## config.mk

```make
export PLATFORM = sky130hd
export DESIGN_NAME = instr_encoder
export DESIGN_NICKNAME = d
export VERILOG_FILES = /design/src/rtl/instr_encoder.sv
export SDC_FILE = /design/constraint.sdc
export NUM_CORES = 1
export LEC_CHECK = 0
export CORE_ASPECT_RATIO = 0.75
export CORE_MARGIN = 3
export CORE_UTILIZATION = 43
export DETAILED_ROUTE_END_ITERATION = 8
export PLACE_DENSITY = 0.82
export SETUP_SLACK_MARGIN = 0.3
export SLEW_MARGIN = 20
export SYNTH_ARGS = -nofsm -noshare
export SYNTH_HDL_FRONTEND = slang
export SYNTH_SLANG_ARGS = --single-unit
```

## constraint.sdc

```tcl
create_clock -name clk -period 2.3 [get_ports clk]
set_input_delay 0.23 -clock clk [delete_from_list [all_inputs] [get_ports clk]]
set_output_delay 0.23 -clock clk [all_outputs]
set_load 0.05 [all_outputs]
```

## src/rtl/instr_encoder.sv

```systemverilog
// -----------------------------------------------------------------------------
// instr_encoder
//
// Purpose:
//   Instruction assembler and loader for the single-cycle MIPS datapath.
//   Each accepted symbolic request (op_sel plus register, immediate and target
//   fields) is encoded into a 32-bit MIPS word. The word is written into
//   instruction memory at successive word addresses through a synchronous
//   write port. The opcode set matches the main control decoder: R-type, beq,
//   sw, lw, addi, j, bne and lui.
//
// Parameters:
//   ADDR_W     instruction-memory word-address width, DEPTH = 2**ADDR_W
//   BASE_ADDR  first word address written after reset/clear (< 2**ADDR_W)
//
// Optional feature macro:
//   INSTR_ENCODER_END_PAD_EN  when defined, finish fills the remaining memory
//                             with nop words (32'h0) before reporting done.
//
// Ports:
//   clk, rst_n       rising-edge clock, asynchronous active-low reset
//   clear            synchronous restart (pointer, count, err, done cleared)
//   req_valid/ready  request handshake; ready depends on registered state only
//   op_sel           0=R 1=beq 2=sw 3=lw 4=addi 5=j 6=bne 7=lui
//   rs, rt, rd       register fields (rd used by R-type only)
//   funct            R-type function code
//   imm              16-bit immediate / branch word offset
//   target           26-bit jump target word field
//   finish           end-of-program request
//   imem_we/addr/wdata  registered instruction-memory write port
//   count            words written since reset/clear
//   done             program load complete
//   err              sticky flag: illegal R-type funct seen
// -----------------------------------------------------------------------------
module instr_encoder #(
    parameter int ADDR_W    = 6,
    parameter int BASE_ADDR = 0
) (
    input  logic              clk,
    input  logic              rst_n,
    input  logic              clear,
    input  logic              req_valid,
    output logic              req_ready,
    input  logic [2:0]        op_sel,
    input  logic [4:0]        rs,
    input  logic [4:0]        rt,
    input  logic [4:0]        rd,
    input  logic [5:0]        funct,
    input  logic [15:0]       imm,
    input  logic [25:0]       target,
    input  logic              finish,
    output logic              imem_we,
    output logic [ADDR_W-1:0] imem_addr,
    output logic [31:0]       imem_wdata,
    output logic [ADDR_W:0]   count,
    output logic              done,
    output logic              err
);

    localparam logic [ADDR_W:0]   DEPTH_C   = {1'b1, {ADDR_W{1'b0}}};
    localparam logic [ADDR_W-1:0] BASE_C    = ADDR_W'(BASE_ADDR);
    localparam logic [ADDR_W-1:0] PTR_ONE_C = ADDR_W'(1);
    localparam logic [ADDR_W:0]   CNT_ONE_C = (ADDR_W + 1)'(1);

`ifdef INSTR_ENCODER_END_PAD_EN
    typedef enum logic [1:0] {
        ST_LOAD = 2'd0,
        ST_PAD  = 2'd1,
        ST_DONE = 2'd2
    } state_e;
`else
    typedef enum logic [1:0] {
        ST_LOAD = 2'd0,
        ST_DONE = 2'd2
    } state_e;
`endif

    // Builds the 32-bit MIPS word for the selected operation.
    function automatic logic [31:0] encode_word(
        input logic [2:0]  op,
        input logic [4:0]  f_rs,
        input logic [4:0]  f_rt,
        input logic [4:0]  f_rd,
        input logic [5:0]  f_funct,
        input logic [15:0] f_imm,
        input logic [25:0] f_target
    );
        logic [31:0] w;
        case (op)
            3'd0:    w = {6'h00, f_rs, f_rt, f_rd, 5'b00000, f_funct};
            3'd1:    w = {6'h04, f_rs, f_rt, f_imm};
            3'd2:    w = {6'h2B, f_rs, f_rt, f_imm};
            3'd3:    w = {6'h23, f_rs, f_rt, f_imm};
            3'd4:    w = {6'h08, f_rs, f_rt, f_imm};
            3'd5:    w = {6'h02, f_target};
            3'd6:    w = {6'h05, f_rs, f_rt, f_imm};
            3'd7:    w = {6'h0F, 5'b00000, f_rt, f_imm};  // lui ignores rs
            default: w = 32'h0000_0000;
        endcase
        return w;
    endfunction

    // True for the R-type function codes the datapath's ALU supports.
    function automatic logic funct_legal(input logic [5:0] f);
        logic ok;
        case (f)
            6'h20, 6'h22, 6'h24, 6'h25, 6'h2A: ok = 1'b1;
            default:                           ok = 1'b0;
        endcase
        return ok;
    endfunction

    state_e            state_q, state_d;
    logic [ADDR_W-1:0] ptr_q, ptr_d;
    logic [ADDR_W:0]   count_q, count_d;
    logic              we_q, we_d;
    logic [ADDR_W-1:0] addr_q, addr_d;
    logic [31:0]       wdata_q, wdata_d;
    logic              done_q, done_d;
    logic              err_q, err_d;
    logic              finish_seen_q, finish_seen_d;

    logic              ready_s;
    logic              accept_s;
    logic              legal_s;
    logic [31:0]       word_s;

    // Handshake and encoding, derived from registered state and inputs.
    always_comb begin
        ready_s  = (state_q == ST_LOAD) && (count_q < DEPTH_C) && !finish_seen_q;
        accept_s = req_valid && ready_s;
        legal_s  = (op_sel != 3'd0) || funct_legal(funct);
        word_s   = encode_word(op_sel, rs, rt, rd, funct, imm, target);
    end

    // Next-state logic for the load FSM and the registered write port.
    always_comb begin
        state_d       = state_q;
        ptr_d         = ptr_q;
        count_d       = count_q;
        we_d          = 1'b0;
        addr_d        = addr_q;
        wdata_d       = wdata_q;
        done_d        = done_q;
        err_d         = err_q;
        finish_seen_d = finish_seen_q;

        if (clear) begin
            state_d       = ST_LOAD;
            ptr_d         = BASE_C;
            count_d       = '0;
            done_d        = 1'b0;
            err_d         = 1'b0;
            finish_seen_d = 1'b0;
        end else begin
            case (state_q)
                ST_LOAD: begin
                    // An illegal R-type still completes its handshake but
                    // only raises err; pointer and count stay put.
                    if (accept_s) begin
                        if (legal_s) begin
                            we_d    = 1'b1;
                            addr_d  = ptr_q;
                            wdata_d = word_s;
                            ptr_d   = ptr_q + PTR_ONE_C;
                            count_d = count_q + CNT_ONE_C;
                        end else begin
                            err_d = 1'b1;
                        end
                    end else begin
                        we_d = 1'b0;
                    end

                    // finish is latched first and acted on one edge later so
                    // that a coincident request is written before leaving LOAD.
                    if (finish_seen_q) begin
`ifdef INSTR_ENCODER_END_PAD_EN
                        if (count_q < DEPTH_C) begin
                            state_d = ST_PAD;
                        end else begin
                            state_d = ST_DONE;
                            done_d  = 1'b1;
                        end
`else
                        state_d = ST_DONE;
                        done_d  = 1'b1;
`endif
                    end else if (finish) begin
                        finish_seen_d = 1'b1;
                    end else begin
                        finish_seen_d = 1'b0;
                    end
                end
`ifdef INSTR_ENCODER_END_PAD_EN
                ST_PAD: begin
                    if (count_q < DEPTH_C) begin
                        we_d    = 1'b1;
                        addr_d  = ptr_q;
                        wdata_d = 32'h0000_0000;
                        ptr_d   = ptr_q + PTR_ONE_C;
                        count_d = count_q + CNT_ONE_C;
                    end else begin
                        state_d = ST_DONE;
                        done_d  = 1'b1;
                    end
                end
`endif
                ST_DONE: begin
                    done_d = 1'b1;
                end
                default: begin
                    state_d = ST_LOAD;
                end
            endcase
        end
    end

    // State and output registers with asynchronous reset.
    always_ff @(posedge clk or negedge rst_n) begin
        if (!rst_n) begin
            state_q       <= ST_LOAD;
            ptr_q         <= BASE_C;
            count_q       <= '0;
            we_q          <= 1'b0;
            addr_q        <= BASE_C;
            wdata_q       <= 32'h0000_0000;
            done_q        <= 1'b0;
            err_q         <= 1'b0;
            finish_seen_q <= 1'b0;
        end else begin
            state_q       <= state_d;
            ptr_q         <= ptr_d;
            count_q       <= count_d;
            we_q          <= we_d;
            addr_q        <= addr_d;
            wdata_q       <= wdata_d;
            done_q        <= done_d;
            err_q         <= err_d;
            finish_seen_q <= finish_seen_d;
        end
    end

    assign req_ready  = ready_s;
    assign imem_we    = we_q;
    assign imem_addr  = addr_q;
    assign imem_wdata = wdata_q;
    assign count      = count_q;
    assign done       = done_q;
    assign err        = err_q;

endmodule

```

# Word-level counts from Yosys, hierarchy flattened
# Cells that the tools add are included.
dict set report word_totals {
  reg_bits 57
  latchBits 0
  mem_bits_rw 0
  rom_bits 0
  inputBits 71
  output_inout_bits 49
  elab_cells 75
  n_memories 0
}
dict set report classes {
  add_sub_neg 2
  n_mul 0
  n_div 0
  order_cmp 1
  n_eq_ne 16
  n_shift 0
  n_mux 28
  bitwise 1
  reduce_logical 18
}
# operator n
set op_table {}
lappend op_table {{32-bit one-hot mux with 8 select lines} 1}
lappend op_table {{6-bit == test, second input constant} 5}
lappend op_table {{7-bit two-way mux} 4}
lappend op_table {{6-bit two-way mux} 4}
lappend op_table {{1-bit two-way mux} 15}
lappend op_table {{3-bit == test, second input constant} 4}
lappend op_table {{7-bit by 1-bit adder with 7-bit output, second input constant} 1}
lappend op_table {{7-bit less-than comparator, second input constant} 1}
lappend op_table {{6-bit by 1-bit adder with 6-bit output, second input constant} 1}
lappend op_table {{3-bit by 2-bit == test with 1-bit output, second input constant} 2}
lappend op_table {{3-bit AND reduction} 2}
lappend op_table {{2-bit nonzero test} 3}
lappend op_table {{3-bit nonzero test} 2}
lappend op_table {{5-bit OR reduction} 1}
lappend op_table {{2-bit two-way mux} 2}
lappend op_table {{2-bit inequality test, second input constant} 2}
lappend op_table {{2-bit one-hot mux with 2 select lines} 1}
lappend op_table {{2-bit AND reduction} 2}
lappend op_table {{4-bit AND reduction} 1}
lappend op_table {{3-bit by 1-bit == test with 1-bit output, second input constant} 1}
lappend op_table {{1-bit logical AND} 3}
lappend op_table {{3-bit zero test} 1}
lappend op_table {{3-bit inequality test, second input constant} 1}
lappend op_table {{2-bit == test, second input constant} 1}
lappend op_table {{5 further kinds} 5}

# Logic depth before layout (Yosys ltp)
dict set report depth {
  word_depth 8
  ltp_mapped 7
}

# Least setup slack after synthesis
# Ideal clock, no wire load.
dict set report synth_path {
  path_kind {reg2reg}
  start {register count_q[6] (netlist: count[6])}
  end {register wdata_q[0] (netlist: imem_wdata[0])}
  setup_time_ps 127
  arrival_time_ps 2052
  slack_ps 120
  path_stages_with_launch 8
  n_path_buf 2
  path_cell_list {dfrtp_1 -> or4b_1 -> buf_2 -> nor2_4 -> nand2_2 -> clkinv_2 -> buf_6 -> mux2_1}
}
dict set report synth_between {
  elab_chain_len 5
}
# item line
set synth_rtl {}
lappend synth_rtl {{from (decl)} 115} ;# logic [ADDR_W:0] count_q, count_d;
lappend synth_rtl {{from (signal assigned)} 233} ;# count_q <= count_d;
lappend synth_rtl {{7-bit less-than comparator} 130} ;# ready_s = (state_q == ST_LOAD) && (count_q < DEPTH_C) && !finish_seen_q;
lappend synth_rtl {{1-bit logical AND (2 in a row)} 130}
lappend synth_rtl {{1-bit logical AND} 131} ;# accept_s = req_valid && ready_s;
lappend synth_rtl {{4-bit AND reduction (no line)} -}
lappend synth_rtl {{to (signal assigned)} 236} ;# wdata_q <= wdata_d;
lappend synth_rtl {{to (decl)} 118} ;# logic [31:0] wdata_q, wdata_d;
# Every way passes these cells.
# A chain may end at the register's enable or synchronous reset.

# Worst setup path in the final report
dict set report layout_path {
  start {register state_q[1]}
  end {register count_q[3] (netlist: count[3])}
}
dict set report layout_between {
  elab_chain_len 6
}
# item line
set layout_rtl {}
lappend layout_rtl {{from (decl)} 113} ;# state_e state_q, state_d;
lappend layout_rtl {{from (signal assigned)} 231} ;# state_q <= state_d;
lappend layout_rtl {{2-bit zero test *} {130, 156}}
lappend layout_rtl {{1-bit logical AND (2 in a row)} 130}
lappend layout_rtl {{1-bit logical AND} 131}
lappend layout_rtl {{2-bit nonzero test (no line)} -}
lappend layout_rtl {{3-bit AND reduction (no line) *} -}
# Every way passes the cells marked *; elsewhere a longest branch is shown, timed or not.

==> out/summary.txt <==
End point of the most critical hold path: imem_wdata[23]
Number of diodes: 0
Worst voltage drop across the vdd grid: 0.428 mV
DRC errors left: 0
Flop pwr share: 38.0%
Final nets: 484
Global Route Usage Sum: 23.2%
CP startpoint kind: register
Syn Area/Cell: 10.5 sq um
Final setup fails: 0
Pwr per Cell Area: 714 nW/um^2
Y dimension of the die: 77.9 um
Share of Yosys cell area claimed by the top area cell type: 46.5%
Nets in the synthesized netlist: 355
# rows: 25
Placeable Area: 6470 sq um
Register bit total from synthesis: 55
Launching point of the worst reg2reg path: state_q[1]
Worst Path Required: 2.54 ns
Largest net degree at the start of global routing: 38
Final antenna-violating net count: 0
Cell depth of the worst hold path: 3
Die width: 102 um
Number of distinct standard cells referenced by the synthesized netlist: 44
Routed Wire Length: 9.12 mm
Routed via count divided by cell count: 5.90
Placer's final routability congestion estimate: 0.812
Period minus WS final: 1.94 ns
DR iter-0 viols: 147
Setup slack, reg-to-reg: 0.36 ns
Top cells by count, synth: dfrtp_1, a21oi_1, mux2_1, o21ai_0
Fmax: 0.515 GHz
Total iterations of the first detailed-routing run: 4
Number of H-tree branching levels: 2
Leakage Power: 1.84 nW
Final core utilization: 68.9%
Full die area: 7930 sq um
Setup repair after global routing missed its margin: true
Clock latency reported for the late side of the worst-skew pair: 0.31 ns
Most repeated cell in the gate-level netlist after synthesis: dfrtp_1
Largest area contributor in the netlist: dfrtp_1
Number of antenna violations at the first check in global routing: 0
DR WL/cell: 18.5 um
Max Buffers Root-to-Sink: 2
Clock-pin slew reported for the worst setup and hold paths after clock tree synthesis: 0.10 ns
Buffer cell driving the clock tree root: clkbuf_8
Number of clock buffers inserted by TritonCTS: 5
Data arrival time of the critical path: 2.18 ns
Max capacitance violation total: 0
Buffers on Ports: 118
Clock sinks: 55
Share of final-layout standard cells stronger than drive strength 1: 12.9%
Cell internal power dissipation: 1.92 mW
Async SR Flop Fraction: 100%
First-pass GRT wire length: 14.6 mm
Estimated wirelength of the detail-placed design: 6.69 mm
Non-Filler Instances: 493
Final-report max-slew violation count: 0
Proportion of power drawn by the clock network: 17.5%
Critical Path Sink Type: register
Count of mapped cells out of synthesis: 282
Hold violation total from the final report: 0
Layout overhead on the synthesized area: 50.7%
Number of top-level pins: 120
Portion of the post-synthesis area used by sequential elements: 46.5%
Post-route clock period utilization: 84.4%
Worst-margin pin slew: 0.663 ns
Destination of the worst register-to-register timing path: count[3]
Top_reg_cell synth: dfrtp_1
DR vias: 2,908
Outcome: finished, final reports clean
Worst min-delay path startpoint: rs[2]
Largest cells by area after synthesis: dfrtp_1, mux2_1, a22o_1, o221ai_1, a21oi_1
Fraction of power consumed by combinational cells: 44.4%
Initial core utilization: 45.7%
Hold Crit Class: in -> reg
CP Max Fanout: 15
Total congestion overflow: 0
Placed Cells: 482
Synth Warn #: 0
Number of cell instances on the worst register-to-register path: 4
EDFF count, synth: 0
Cell area after synthesis: 2960 sq um
Clock tree from TritonCTS: done
Via count of the first global-routing pass: 2,949
Largest stage delay on the critical path: 0.57 ns
Switching Share: 39.6%
Max transition margin: 55.8%
Net Switching: 1.26 mW
Type of the worst setup path: reg -> reg
CP max-delay cell: or4b_4
Setup clock skew after layout: 0.0113 ns
Cells along the critical path: or4b_4 > buf_4 > or4_1 > a21oi_2
[power by group through the flow]
stage	clock network (mW)	registers (mW)	logic, mW
after floorplan	0	1.76	0.305
final	0.558	1.21	1.42
after CTS	0.568	1.21	1.42
after global placement	0	1.23	1.40
after global routing	0.604	1.23	1.49
after detailed placement	0	1.23	1.42
[cells by family (layout without fill, tap and decap cells)]
group,count (synthesis),count (layout),synth area share (%)
AND/OR/NAND/NOR,63,63,12.6
adder cells (fa/ha/maj),2,2,0.845
multiplexers,25,25,9.64
other,1,1,0.127
flip-flops,55,55,46.5
AO/OA/AOI/OAI,106,106,25.4
buffers and inverters,30,160,4.94
[cells in the final DEF, fill, tap and decap left out, drive strengths merged, types with 6 or more instances in the layout]
master         count
o22ai              7
nor2               7
buf               27
mux2              25
a21oi             19
o221ai            15
nand4              8
clkbuf             7
a22o              15
nand2b             9
a31o               7
dfrtp             55
a21boi             7
o21ai             19
clkdlybuf4s50    114
or3                6
nand2             11
[through the flow]
stage	setup slack [ns]	total power [mW]	setup TNS (ns)	hold WS (ns)	area, sq um
after floorplan	0.257	2.07	0	-0.0656	2970
after global placement	-0.0120	2.62	-0.0251	0.291	4320
after detailed placement	-0.0695	2.65	-0.263	0.291	4320
after CTS	0.303	3.20	0	0.474	4440
after global routing	0.294	3.33	0	0.502	4460
final	0.359	3.19	0	0.484	4460
[area by class of cell]
cell class / count / area, sq um
fill: 509 / 2010
inverter: 7 / 31.3
sequential: 55 / 1380
timing repair buffer: 145 / 1380
tap: 81 / 101
clock inverter: 1 / 8.76
multi-input combinational: 197 / 1470
clock buffer: 7 / 86.3
[registers in the layout (all words and copies together) (netlist names)]
| register | count |
|---|---|
| imem_wdata | 31 |
| count | 7 |
| imem_addr | 6 |
| ptr_q | 6 |
| done | 1 |
| err | 1 |
| finish_seen_q | 1 |
| imem_we | 1 |
| state_q | 1 |
[critical path, delay by kind of cell, from the launching register on]
| kind | cells | cell delay (ns) |
|---|---|---|
| flops | 1 | 0.47 |
| buf+inv | 1 | 0.20 |
| compound gates | 1 | 0.13 |
| simple gates | 2 | 1.07 |
[layer usage]
layer / vias up / wire (um) / global-route usage, %
li1: 1352 / - / -
met1: 1426 / 3900 / 30.9
met2: 120 / 4350 / 37.9
met3: 10 / 716 / 5.39
met4: 0 / 148 / 6.16
met5: - / 0 / 0
[worst max path at each step]
| stage | startpoint | to | slack [ns] | cells past startpoint |
|---|---|---|---|---|
| 2_1_floorplan | count[6] | imem_wdata[0] | 0.26 | 7 |
| 3_3_place_gp | funct[1] | count[0] | -0.01 | 6 |
| 3_5_place_dp | funct[1] | count[3] | -0.07 | 5 |
| 4_1_cts | finish_seen_q | count[3] | 0.30 | 4 |
| 5_1_grt | state_q[1] | count[3] | 0.29 | 4 |
| 6_report | state_q[1] | count[3] | 0.36 | 4 |
[timing repair]
action | in CTS | in global routing
endpoints found under the setup margin | 8 | 23
hold buffers | 1 | 0
cloned | 0 | 1
buffers inserted | 1 | 0
resized for setup | 4 | 6
pin swaps | 2 | 1
hold endpoints to repair | 27 | 0
Note: power is estimated with default switching activity, not from simulation.
